<file path="src/rtl/seq_mult_unit.sv">
`default_nettype none
// ============================================================================
// Module   : seq_mult_unit
// Brief    : Iterative radix-2 shift-add multiplier, WIDTH x WIDTH -> 2*WIDTH,
//            signed/unsigned. Optional macro MULT_EARLY_EXIT_EN ends RUN early.
// Revision : 1.0 - initial release
// ============================================================================
module seq_mult_unit #(
    parameter int WIDTH = 32
) (
    input  logic             clk,
    input  logic             rst_n,
    input  logic             start,
    input  logic             is_signed,
    input  logic [WIDTH-1:0] op_a,
    input  logic [WIDTH-1:0] op_b,
    output logic             busy,
    output logic             done,
    output logic [WIDTH-1:0] res_lo,
    output logic [WIDTH-1:0] res_hi
);

    localparam int CW = $clog2(WIDTH);

    typedef enum logic [1:0] {
        S_IDLE = 2'd0,
        S_RUN  = 2'd1,
        S_FIX  = 2'd2
    } state_t;

    state_t             state_q;
    logic [2*WIDTH-1:0] mcand_q;
    logic [WIDTH-1:0]   mplier_q;
    logic [2*WIDTH-1:0] acc_q;
    logic [CW-1:0]      cnt_q;
    logic               neg_q;
    logic               busy_q;
    logic               done_q;
    logic [2*WIDTH-1:0] res_q;

    logic [WIDTH-1:0]   abs_a_d;
    logic [WIDTH-1:0]   abs_b_d;
    logic [WIDTH-1:0]   mplier_d;
    logic [2*WIDTH-1:0] acc_d;
    logic [2*WIDTH-1:0] prod_d;
    logic               last_d;

    // Magnitudes; the most negative value maps onto itself, read as unsigned.
    assign abs_a_d  = (is_signed && op_a[WIDTH-1]) ? -op_a : op_a;
    assign abs_b_d  = (is_signed && op_b[WIDTH-1]) ? -op_b : op_b;
    assign mplier_d = mplier_q >> 1;
    assign acc_d    = mplier_q[0] ? (acc_q + mcand_q) : acc_q;
    assign prod_d   = neg_q ? -acc_q : acc_q;

`ifdef MULT_EARLY_EXIT_EN
    assign last_d = (cnt_q == CW'(WIDTH - 1)) || (mplier_d == '0);
`else
    assign last_d = (cnt_q == CW'(WIDTH - 1));
`endif

    always_ff @(posedge clk) begin
        if (!rst_n) begin
            state_q  <= S_IDLE;
            mcand_q  <= '0;
            mplier_q <= '0;
            acc_q    <= '0;
            cnt_q    <= '0;
            neg_q    <= 1'b0;
            busy_q   <= 1'b0;
            done_q   <= 1'b0;
            res_q    <= '0;
        end else begin
            case (state_q)
                S_IDLE: begin
                    done_q <= 1'b0;
                    if (start) begin
                        mcand_q  <= {{WIDTH{1'b0}}, abs_a_d};
                        mplier_q <= abs_b_d;
                        acc_q    <= '0;
                        cnt_q    <= '0;
                        neg_q    <= is_signed & (op_a[WIDTH-1] ^ op_b[WIDTH-1]);
                        busy_q   <= 1'b1;
                        state_q  <= S_RUN;
                    end
                end
                S_RUN: begin
                    acc_q    <= acc_d;
                    mcand_q  <= mcand_q << 1;
                    mplier_q <= mplier_d;
                    cnt_q    <= cnt_q + CW'(1);
                    if (last_d) begin
                        state_q <= S_FIX;
                    end
                end
                S_FIX: begin
                    res_q   <= prod_d;
                    done_q  <= 1'b1;
                    busy_q  <= 1'b0;
                    state_q <= S_IDLE;
                end
                default: begin
                    busy_q  <= 1'b0;
                    done_q  <= 1'b0;
                    state_q <= S_IDLE;
                end
            endcase
        end
    end

    assign busy   = busy_q;
    assign done   = done_q;
    assign res_lo = res_q[WIDTH-1:0];
    assign res_hi = res_q[2*WIDTH-1:WIDTH];

endmodule
`default_nettype wire

</file>
<file path="config.mk">
export PLATFORM = sky130hd
export DESIGN_NAME = seq_mult_unit
export DESIGN_NICKNAME = d
export VERILOG_FILES = /design/src/rtl/seq_mult_unit.sv
export SDC_FILE = /design/constraint.sdc
export NUM_CORES = 1
export LEC_CHECK = 0
export BUFFER_PORTS_ARGS = -buffer_cell sky130_fd_sc_hd__buf_2
export CAP_MARGIN = 40
export CORE_ASPECT_RATIO = 2
export CORE_MARGIN = 2
export CORE_UTILIZATION = 45
export DETAILED_ROUTE_END_ITERATION = 16
export GPL_TIMING_DRIVEN = 0
export MAX_ROUTING_LAYER = met4
export PLACE_DENSITY = 0.74
export SLEW_MARGIN = 25
export SYNTH_ARGS = -nofsm -noshare
export SYNTH_HDL_FRONTEND = slang
export SYNTH_SLANG_ARGS = --single-unit
</file>
<file path="constraint.sdc">
create_clock -name clk -period 10.3 [get_ports clk]
set_input_delay 1.03 -clock clk [delete_from_list [all_inputs] [get_ports clk]]
set_output_delay 1.03 -clock clk [all_outputs]
set_load 0.1 [all_outputs]
</file>
==> results of run 1 <==
worst min-delay path by stage:
stage                                   from                        to  slack [ps]  cells after the start
floorplan           mplier_q[3]$_SDFFE_PN0P_  mplier_q[2]$_SDFFE_PN0P_         430                      2
global placement    mplier_q[0]$_SDFFE_PN0P_  mplier_q[0]$_SDFFE_PN0P_         450                      2
detailed placement    res_q[58]$_SDFFE_PN0P_    res_q[58]$_SDFFE_PN0P_         460                      2
CTS                   res_q[58]$_SDFFE_PN0P_    res_q[58]$_SDFFE_PN0P_         470                      2
global route          res_q[58]$_SDFFE_PN0P_    res_q[58]$_SDFFE_PN0P_         500                      2
finish                res_q[58]$_SDFFE_PN0P_    res_q[58]$_SDFFE_PN0P_         470                      2
cell usage in the layout, fill, tap and decap left out, types with 58 or more instances in the layout:
master and n:
sky130_fd_sc_hd__a211oi_1 59, sky130_fd_sc_hd__a21oi_1 209, sky130_fd_sc_hd__a22oi_1 81, sky130_fd_sc_hd__buf_2 134, sky130_fd_sc_hd__clkbuf_1 116, sky130_fd_sc_hd__dfxtp_1 234
sky130_fd_sc_hd__ha_1 68, sky130_fd_sc_hd__nand2_1 228, sky130_fd_sc_hd__nand3_1 58, sky130_fd_sc_hd__nor2_1 149, sky130_fd_sc_hd__o21ai_0 116, sky130_fd_sc_hd__xnor2_1 61
sky130_fd_sc_hd__xor2_1 119
worst max-delay path: cells and delay by family, from the launching register on:
kind | cells | cell delay (ps)
AO/OA/AOI/OAI | 8 | 3540
flip-flops | 1 | 430
AND/OR/NAND/NOR | 2 | 390
adder cells (fa/ha/maj) | 1 | 310
XOR/XNOR | 1 | 180
layout make-up:
type | count | share of cell area
clock inverters | 8 | 0.00476
well taps | 418 | 0.0326
plain buffers | 117 | 0.0275
flip-flops and latches | 234 | 0.292
inverters | 30 | 0.00702
repair buffers | 136 | 0.0432
multi-input cells | 1433 | 0.555
clock buffers | 29 | 0.0379
logic make-up (layout without fill, tap and decap cells):
family / Yosys count / in the layout / synth area share
compound gates: 608 / 608 / 0.270
simple gates: 573 / 573 / 0.184
flops: 234 / 234 / 0.331
xor+xnor: 180 / 180 / 0.111
buf+inv: 147 / 320 / 0.0391
fa+ha+maj: 69 / 69 / 0.0616
mux: 3 / 3 / 0.00212
per-layer routing:
metal,vias to the layer above,part of all wire,GRT usage
li1,6841,-,-
met3,183,0.040,0.0266
met5,-,0,-
met1,6513,0.35,0.280
met4,0,0.069,0.184
met2,450,0.54,0.555
power by group:
part	leakage (nW)	internal, W	switching, W
Sequential	1.90	0.000927	0.0000183
Combinational	4.23	0.0000812	0.000170
Clock	0.327	0.000441	0.000371
Total	6.45	0.00145	0.000559
metrics by stage:
step / power (W) / worst slack (ps) / utilization / cells
floorplan: 0.00112 / 7010 / - / 1814
global placement: 0.00121 / 5430 / 0.497 / 2365
detailed placement: 0.00121 / 5390 / 0.498 / 2367
CTS: 0.00202 / 5360 / 0.520 / 2404
global route: 0.00208 / 5240 / 0.520 / 2405
finish: 0.00201 / 5300 / 0.520 / 2405
state kept, by name, summed over array words and instances (netlist names):
signal,count
cnt_q,5
res_q,64
neg_q,1
acc_q,64
mcand_q,64
busy,1
done,1
state_q,2
mplier_q,32
==> metrics.txt, run 1 <==
run status finished clean; crit-path cells ha_1 > and2_1 > a221oi_1 > nand2_1 > a221o_1 > a41oi_1 > o21ai_0 > a221oi_1 > o21ai_0 > a21boi_0 > xor2_1 > o21ai_0; layout cells sized above 1 0.0931; most prevalent standard cell on the critical path sky130_fd_sc_hd__o21ai_0; via-per-instance ratio 5.82; relative max-transition margin 0.424; top cells by count, synth 234 x sky130_fd_sc_hd__dfxtp_1, 228 x sky130_fd_sc_hd__nand2_1, 209 x sky130_fd_sc_hd__a21oi_1; count of standard-cell rows 91; FF+latch area 0.00468 sq mm; worst clock skew on the final layout 8.79 ps; largest net degree at the start of global routing 16; root buf cell sky130_fd_sc_hd__clkbuf_16; number of maximum-capacitance constraint violations 0; worst skew pair latency 540 ps; H-tree depth 1; Setup violations, final 0; highest-delay cell along the critical path sky130_fd_sc_hd__a221oi_1; flop and latch count out of synthesis 234; cells after synthesis 1,814; peak ir drop on the vdd network 0.0936 mV; die area 0.0330 sq mm; data required time at the worst endpoint 10,700 ps; Synth-to-Final Area Change 13.4%; RR Endpoint acc_q[53]$_SDFFE_PN0P_; CTS tree built; share of flip-flops with an asynchronous set or reset 0; pin slew with the least headroom to its limit 864 ps; Worst R2R Path Depth 12; Fin Setup TNS 0 ps; number of primary I/O pins 134; number of distinct library cell variants in the gate-level netlist after synthesis 59; crit-path max cell delay 790 ps; placed inst area 0.0154 sq mm; crit start category register; worst setup path end acc_q[53]$_SDFFE_PN0P_; vertical extent of the die 255 um; RSZ-0062 raised after global routing no; Worst-path clk slew 70 ps; power per unit of standard cell area 125 mW/mm^2; Remaining DRCs 0; Max Transition Viols Final 0; count of flip-flops with a built-in enable after synthesis 0; number of input and output port buffers inserted 133; average cell area after synthesis 7.80 sq um; GRT Residual Overflow 0; First DRT Iteration DRCs 880; number of failing hold endpoints at the final stage 0; highest clock rate 200 MHz; Final Wtd Congestion 0.984; worst-path maximum fanout 5; path category of the worst min-delay check register to register; Synthesis Warnings 0; Post-CTS Setup Repair Bufs 0; arrival time of data at the critical path endpoint 5400 ps; total iterations of the first detailed-routing run 5; post-layout minimum cycle time 5000 ps; number of sinks driven by the clock tree 234; fraction of post-synthesis cell area in the top cell type by area 0.331; first element of the critical path acc_q[3]$_SDFFE_PN0P_; core area 0.0309 sq mm; part of the Yosys area used for sequential elements 0.331; hold-fix buffers at CTS 0; dpl hpwl 37,900 um; antenna violations before repair 0; Mapped Nets 1,951; class of the most critical setup path register to register; cell area after layout 0.0160 sq mm; final cycle utilization of the critical path 0.486; clock tree buffer depth 3; number of buffers created by CTS 22; routed wire length per instance 19.6 um; launch instance of the worst register-to-register path acc_q[3]$_SDFFE_PN0P_; fill cell instance count of the final layout 3,086; most common cell in the netlist sky130_fd_sc_hd__dfxtp_1; top post-synthesis cells by area sky130_fd_sc_hd__dfxtp_1 33%, sky130_fd_sc_hd__a21oi_1 7.4%, sky130_fd_sc_hd__xor2_1 7.4%; remaining antenna violation count after routing 0; initial core utilization 0.458; critical path endpoint category register; die width 129 um; flop-to-flop setup slack 5300 ps; post-cts repair resize count 0; Min Hold Slack 469 ps; area of combinational cells with multiple inputs 0.00891 sq mm; final wirelength 47,200 um; most area-hungry cell type in the Yosys netlist sky130_fd_sc_hd__dfxtp_1; predominant post-synthesis flop cell sky130_fd_sc_hd__dfxtp_1; wire length of the first global-routing pass 73,200 um; synthesized cell area 0.0141 sq mm; vias post-DR 14,000; leakage power summed over all cells 6.45 nW; Nets 2,111; number of global-route vias before repair 14,000; count of inserted antenna diode cells 0; global-route usage over all layers 0.294
Note: power is estimated with default switching activity, not from simulation.
==> inputs of run 2 (changes only) <==
Clock period 10.3 ns to 4.84 ns, I/O delays scaled along.
==> run 2 against run 1 <==
Effect of this change:
- wire length about the same
- worst hold slack got worse by 210 ps
- via count about the same
- core utilization is 0.061 points higher
- critical path depth is 2 higher
- critical path type unchanged
- fmax up 6.0%
- register-to-register slack got worse by 5200 ps
- combinational power increased by 110%
- global-route usage about the same
- setup slack worse by 5200 ps
- clock power is 110% higher
==> metrics.txt, run 2 (same netlist as run 1, synthesis figures left out) <==
wire length of the first global-routing pass 73,300 um (about the same); number of failing hold endpoints at the final stage 0 (unchanged); vias post-DR 14,000 (-0.093%); hold-fix buffers at CTS 0 (unchanged); critical path endpoint category register; CTS tree built; largest net degree at the start of global routing 16 (unchanged); H-tree depth 1 (unchanged); core area 0.0309 sq mm (unchanged); total iterations of the first detailed-routing run 5 (unchanged); Remaining DRCs 0 (unchanged); dpl hpwl 37,900 um (unchanged); global-route usage over all layers 0.294 (about the same); most common cell after layout, fill and taps aside sky130_fd_sc_hd__dfxtp_1; data required time at the worst endpoint 5300 ps (-5400 ps); First DRT Iteration DRCs 966 (+9.8%); relative max-transition margin 0.361 (-0.0633); number of buffers created by CTS 22 (unchanged); part of the power in combinational logic 0.125 (about the same); Max Transition Viols Final 0 (unchanged); layout cells sized above 1 0.0946 (+0.00151); vertical extent of the die 255 um (unchanged); highest clock rate 212 MHz (+6.0%); Nets 2,111 (unchanged); fraction of power consumed by the clock network 0.404 (about the same); power per unit of standard cell area 266 mW/mm^2 (+110%); run status finished clean; peak ir drop on the vdd network 0.197 mV (+110%); crit-path cells ha_1 > inv_1 > fa_1 > nand2b_1 > a211oi_1 > o31ai_1 > o221ai_1 > a31oi_1 > o31ai_2 > a21oi_1 > o31ai_1 > a21boi_0 > xor2_1 > o21ai_0; Overall Power 0.00427 W (+110%); top library cells by usage in the layout, fill and taps aside 234 x sky130_fd_sc_hd__dfxtp_1, 228 x sky130_fd_sc_hd__nand2_1, 209 x sky130_fd_sc_hd__a21oi_1; class of the most critical setup path register to register; number of input and output port buffers inserted 133 (unchanged); fill cell instance count of the final layout 3,084 (-0.065%); die width 129 um (unchanged); placed inst area 0.0154 sq mm (unchanged); pin slew with the least headroom to its limit 953 ps (+89.2 ps); worst-path maximum fanout 5 (unchanged); number of sinks driven by the clock tree 234 (unchanged); Final Wtd Congestion 0.984 (unchanged); number of primary I/O pins 134 (unchanged); routed wire length per instance 19.6 um (about the same); Worst-path clk slew 70 ps (about the same); switching fraction of total power 0.278 (about the same); number of maximum-capacitance constraint violations 0 (unchanged); count of inserted antenna diode cells 0 (unchanged); count of standard-cell rows 91 (unchanged); via-per-instance ratio 5.81 (about the same); post-layout minimum cycle time 4720 ps (-285 ps); share of the core filled with cells in the final layout 0.521 (+0.000608); path category of the worst min-delay check input port to register; antenna violations before repair 0 (unchanged); Setup violations, final 0 (unchanged); leakage power summed over all cells 6.46 nW (+0.16%); crit-path max cell delay 570 ps (-220 ps); worst clock skew on the final layout 9.71 ps (+0.926 ps); clock tree buffer depth 3 (unchanged); initial core utilization 0.458 (unchanged); share of total power in sequential cells 0.471 (about the same); Min Hold Slack 256 ps (-213 ps); net switching power 0.00119 W (+110%); arrival time of data at the critical path endpoint 5180 ps (-220 ps); number of global-route vias before repair 14,000 (+0.22%); registers with the most flip-flops acc_q x64, mcand_q x64, res_q x64; cell internal pwr 0.00309 W (+110%); worst skew pair latency 540 ps (about the same); GRT Residual Overflow 0 (unchanged); remaining antenna violation count after routing 0 (unchanged); die area 0.0330 sq mm (unchanged); highest-delay cell along the critical path sky130_fd_sc_hd__o221ai_1; Post-CTS Setup Repair Bufs 0 (unchanged); RSZ-0062 raised after global routing no; post-cts repair resize count 2 (+2); crit start category register; root buf cell sky130_fd_sc_hd__clkbuf_16; final wirelength 47,200 um (about the same); most prevalent standard cell on the critical path sky130_fd_sc_hd__o31ai_1; Synth-to-Final Area Change 13.6%; final cycle utilization of the critical path 0.975 (+0.489); cell area after layout 0.0161 sq mm (+0.12%)
[run 2: cell count changes in the layout (fill, tap and decap cells not counted)]
cell / delta
sky130_fd_sc_hd__o41ai_1: -1
sky130_fd_sc_hd__o31ai_1: -1
sky130_fd_sc_hd__o41ai_2: +1
sky130_fd_sc_hd__a221oi_1: -1
sky130_fd_sc_hd__o31ai_2: +1
sky130_fd_sc_hd__a221oi_2: +1
[run 2: cell type report]
class / instances / area (sq um) / area share
buffer: 117 / 440 / 0.0274
inverter: 30 / 113 / 0.00701
sequential: 234 / 4680 / 0.292
timing repair buffer: 136 / 693 / 0.0432
clock buffer: 29 / 608 / 0.0379
tap: 418 / 523 / 0.0326
clock inverter: 8 / 76.3 / 0.00475
multi-input combinational: 1433 / 8920 / 0.556
[run 2: final timing paths]
kind | start | endpoint | slack, ps | cells after the start
worst max-delay path | acc_q[0]$_SDFFE_PN0P_ | acc_q[58]$_SDFFE_PN0P_ | 120 | 14
worst min-delay path | op_b[12] | mplier_q[12]$_SDFFE_PN0P_ | 260 | 4
worst min register to register | res_q[58]$_SDFFE_PN0P_ | res_q[58]$_SDFFE_PN0P_ | 470 | 2
worst max register to register | acc_q[0]$_SDFFE_PN0P_ | acc_q[58]$_SDFFE_PN0P_ | 120 | 14
[run 2: metal layers]
layer,wire [um],track usage
met2,25600,0.554
met4,3270,0.185
met1,16400,0.280
met3,1880,0.0260
met5,0,-
[run 2: power by group through the flow]
stage	clock, W	sequential [W]	combinational, W
2_1_floorplan	0	0.00205	0.000341
3_3_place_gp	0	0.00205	0.000516
3_5_place_dp	0	0.00205	0.000527
4_1_cts	0.00175	0.00201	0.000529
5_1_grt	0.00182	0.00202	0.000587
6_report	0.00173	0.00201	0.000534
[run 2: critical path: cells and delay by family (launching register included)]
family,cells,cell delay [ps]
flops,1,420
buf+inv,1,50
compound gates,9,3240
simple gates,1,160
xor+xnor,1,190
fa+ha+maj,2,590
[run 2: stage by stage]
step	worst slack, ps	cells	TNS (ps)
2_1_floorplan	1550	1814	0
3_3_place_gp	-28.5	2365	-49.2
3_5_place_dp	-70.7	2367	-70.7
4_1_cts	132	2404	0
5_1_grt	19.8	2405	0
6_report	121	2405	0
==> inputs of run 3 (changes only) <==
Settings changed: PLACE_DENSITY 0.74 to 0.77.
Clock period 4.84 ns to 3.8 ns, I/O delays scaled along.
==> run 3 against run 2 <==
Effect of this change:
- cell count increased by 0.21%
- critical endpoint is now acc_q[49]$_SDFFE_PN0P_
- largest power group unchanged
- highest routed layer unchanged
- sequential power increased by 27%
- setup slack got worse by 5.1 ps
==> metrics.txt, run 3 (same netlist as run 1, synthesis figures left out) <==
crit-path max cell delay 430 ps (-140 ps); highest-delay cell along the critical path sky130_fd_sc_hd__a221o_1; data required time at the worst endpoint 4220 ps (-1080 ps); switching fraction of total power 0.284 (+0.00594); Synth-to-Final Area Change 15.3%; GRT Residual Overflow 0 (unchanged); highest clock rate 271 MHz (+28%); vias post-DR 14,100 (+0.82%); H-tree depth 1 (unchanged); CTS tree built; number of sinks driven by the clock tree 234 (unchanged); Worst R2R Path Depth 14 (unchanged); most prevalent standard cell on the critical path sky130_fd_sc_hd__buf_4; worst clock skew on the final layout 16.0 ps (+6.33 ps); layout cells sized above 1 0.111 (+0.0163); placed inst area 0.0154 sq mm (unchanged); Min Hold Slack 147 ps (-109 ps); top library cells by usage in the layout, fill and taps aside 232 x sky130_fd_sc_hd__dfxtp_1, 228 x sky130_fd_sc_hd__nand2_1, 208 x sky130_fd_sc_hd__a21oi_1; crit start category register; number of input and output port buffers inserted 133 (unchanged); path category of the worst min-delay check input port to register; root buf cell sky130_fd_sc_hd__clkbuf_16; flop-to-flop setup slack 120 ps (about the same); worst-path maximum fanout 5 (unchanged); Max Transition Viols Final 0 (unchanged); launch instance of the worst register-to-register path acc_q[3]$_SDFFE_PN0P_; capture endpoint of the worst hold path mcand_q[0]$_SDFFE_PN0P_; crit-path cells ha_1 > and2_1 > a221oi_1 > nand2_1 > a221o_1 > a41oi_4 > o21ai_2 > a221oi_2 > buf_4 > buf_4 > nor2_1 > a41oi_1 > xnor2_1 > o21ai_0; share of the core filled with cells in the final layout 0.529 (+0.00795); net switching power 0.00155 W (+30%); relative max-transition margin 0.413 (+0.0517); number of stages on the worst hold path 3 (-1); Buf/Inv on CP 2 (+1); wire length of the first global-routing pass 72,800 um (-0.71%); remaining antenna violation count after routing 0 (unchanged); Setup violations, final 0 (unchanged); worst skew pair latency 550 ps (about the same); core area 0.0309 sq mm (unchanged); pre-CTS setup slack -987 ps (-917 ps); share of total power in sequential cells 0.470 (about the same); number of primary I/O pins 134 (unchanged); Remaining DRCs 0 (unchanged); largest net degree at the start of global routing 17 (+1); cell internal pwr 0.00390 W (+26%); Final Wtd Congestion 0.978 (-0.62%); part of the power in combinational logic 0.127 (+0.002); fill cell instance count of the final layout 3,003 (-2.6%); hold-fix buffers at CTS 0 (unchanged); Worst Setup Slack, final 116 ps (-5.09 ps); die area 0.0330 sq mm (unchanged); routed wire length per instance 19.7 um (+0.36%); clock tree buffer depth 3 (unchanged); final cycle utilization of the critical path 0.969 (-0.00551); count of inserted antenna diode cells 0 (unchanged); count of standard-cell rows 91 (unchanged); peak ir drop on the vdd network 0.320 mV (+63%); Worst-path clk slew 70 ps (about the same); category of cells accounting for the largest share of critical-path delay compound AO/OA/AOI/OAI gates; power per unit of standard cell area 334 mW/mm^2 (+25%); post-layout minimum cycle time 3680 ps (-1030 ps); arrival time of data at the critical path endpoint 4110 ps (-1070 ps); fraction of power consumed by the clock network 0.402 (-0.002); RR Endpoint acc_q[49]$_SDFFE_PN0P_; registers with the most flip-flops acc_q x64, mcand_q x64, res_q x64; global-route usage over all layers 0.293 (-0.00105); pin slew with the least headroom to its limit 879 ps (-73.7 ps); leakage power summed over all cells 6.55 nW (+1.3%); RSZ-0062 raised after global routing yes; number of global-route vias before repair 14,000 (+0.25%); Fin Setup TNS 0 ps (unchanged); final wirelength 47,400 um (+0.57%); beginning of the worst hold path op_a[0]; dpl hpwl 38,100 um (+0.35%); via-per-instance ratio 5.85 (+0.61%); total iterations of the first detailed-routing run 7 (+2); number of buffers created by CTS 22 (unchanged); die width 129 um (unchanged); run status finished clean; Nets 2,114 (+0.14%); First DRT Iteration DRCs 940 (-2.7%); most common cell after layout, fill and taps aside sky130_fd_sc_hd__dfxtp_1; number of maximum-capacitance constraint violations 0 (unchanged); class of the most critical setup path register to register; antenna violations before repair 0 (unchanged); initial core utilization 0.458 (unchanged); cell area after layout 0.0163 sq mm (+1.5%); critical path endpoint category register; number of failing hold endpoints at the final stage 0 (unchanged); vertical extent of the die 255 um (unchanged)
## run 3: cell types whose count changed in the layout (fill, tap and decap cells not counted), sizes merged
cell and change:
buf +8, bufinv -1, clkbuf -6, clkinv +2, clkinvlp +1, inv +1
## run 3: power by group through the flow
stage | Combinational, W | Sequential, W | Clock [W]
2_1_floorplan | 0.000435 | 0.00261 | 0
3_3_place_gp | 0.000658 | 0.00261 | 0
3_5_place_dp | 0.000673 | 0.00262 | 0
4_1_cts | 0.000677 | 0.00256 | 0.00221
5_1_grt | 0.000762 | 0.00257 | 0.00229
6_report | 0.000693 | 0.00256 | 0.00219
## run 3: final cells by class
type | count | area, sq um | area share
inverters | 30 | 113 | 0.00691
clock inverters | 11 | 80.1 | 0.00491
flip-flops and latches | 234 | 4690 | 0.287
well taps | 418 | 523 | 0.0321
multi-input cells | 1433 | 9110 | 0.559
clock buffers | 28 | 614 | 0.0377
plain buffers | 113 | 425 | 0.0261
repair buffers | 143 | 752 | 0.0461
## run 3: how the worst max path moves through the flow
stage                            start                      to  slack, ps  cells after the start
2_1_floorplan    acc_q[0]$_SDFFE_PN0P_  acc_q[58]$_SDFFE_PN0P_        510                     14
3_3_place_gp     acc_q[3]$_SDFFE_PN0P_  acc_q[53]$_SDFFE_PN0P_      -1020                     12
3_5_place_dp     acc_q[3]$_SDFFE_PN0P_  acc_q[53]$_SDFFE_PN0P_       -990                     12
4_1_cts        mcand_q[0]$_SDFFE_PN0P_  acc_q[58]$_SDFFE_PN0P_         30                     15
5_1_grt          acc_q[6]$_SDFFE_PN0P_  res_q[53]$_SDFFE_PN0P_        -10                     12
6_report         acc_q[3]$_SDFFE_PN0P_  acc_q[49]$_SDFFE_PN0P_        120                     14
## run 3: through the flow
| step | instances | power [W] |
|---|---|---|
| 6_report | 2410 | 0.00545 |
| 2_1_floorplan | 1814 | 0.00304 |
| 3_5_place_dp | 2367 | 0.00329 |
| 3_3_place_gp | 2365 | 0.00327 |
| 5_1_grt | 2410 | 0.00562 |
| 4_1_cts | 2410 | 0.00545 |
## run 3: tightest hold or removal path, cell delays in order
cell,delay (ps)
sky130_fd_sc_hd__buf_2,140
sky130_fd_sc_hd__nand2_1,70
sky130_fd_sc_hd__a21oi_1,50
## run 3: routing by layer
layer | up-vias | GRT usage | wire length (um)
li1 | 6857 | - | -
met1 | 6604 | 0.275 | 16700
met2 | 433 | 0.546 | 25500
met3 | 194 | 0.0279 | 1680
met4 | 0 | 0.202 | 3610
met5 | - | - | 0
## run 3: what timing repair did
action | in CTS | in global routing
pin swaps | 3 | 2
endpoints found under the hold margin | 0 | 0
gates resized for setup | 21 | 19
buffers inserted | 4 | 3
endpoints found under the setup margin | 19 | 20
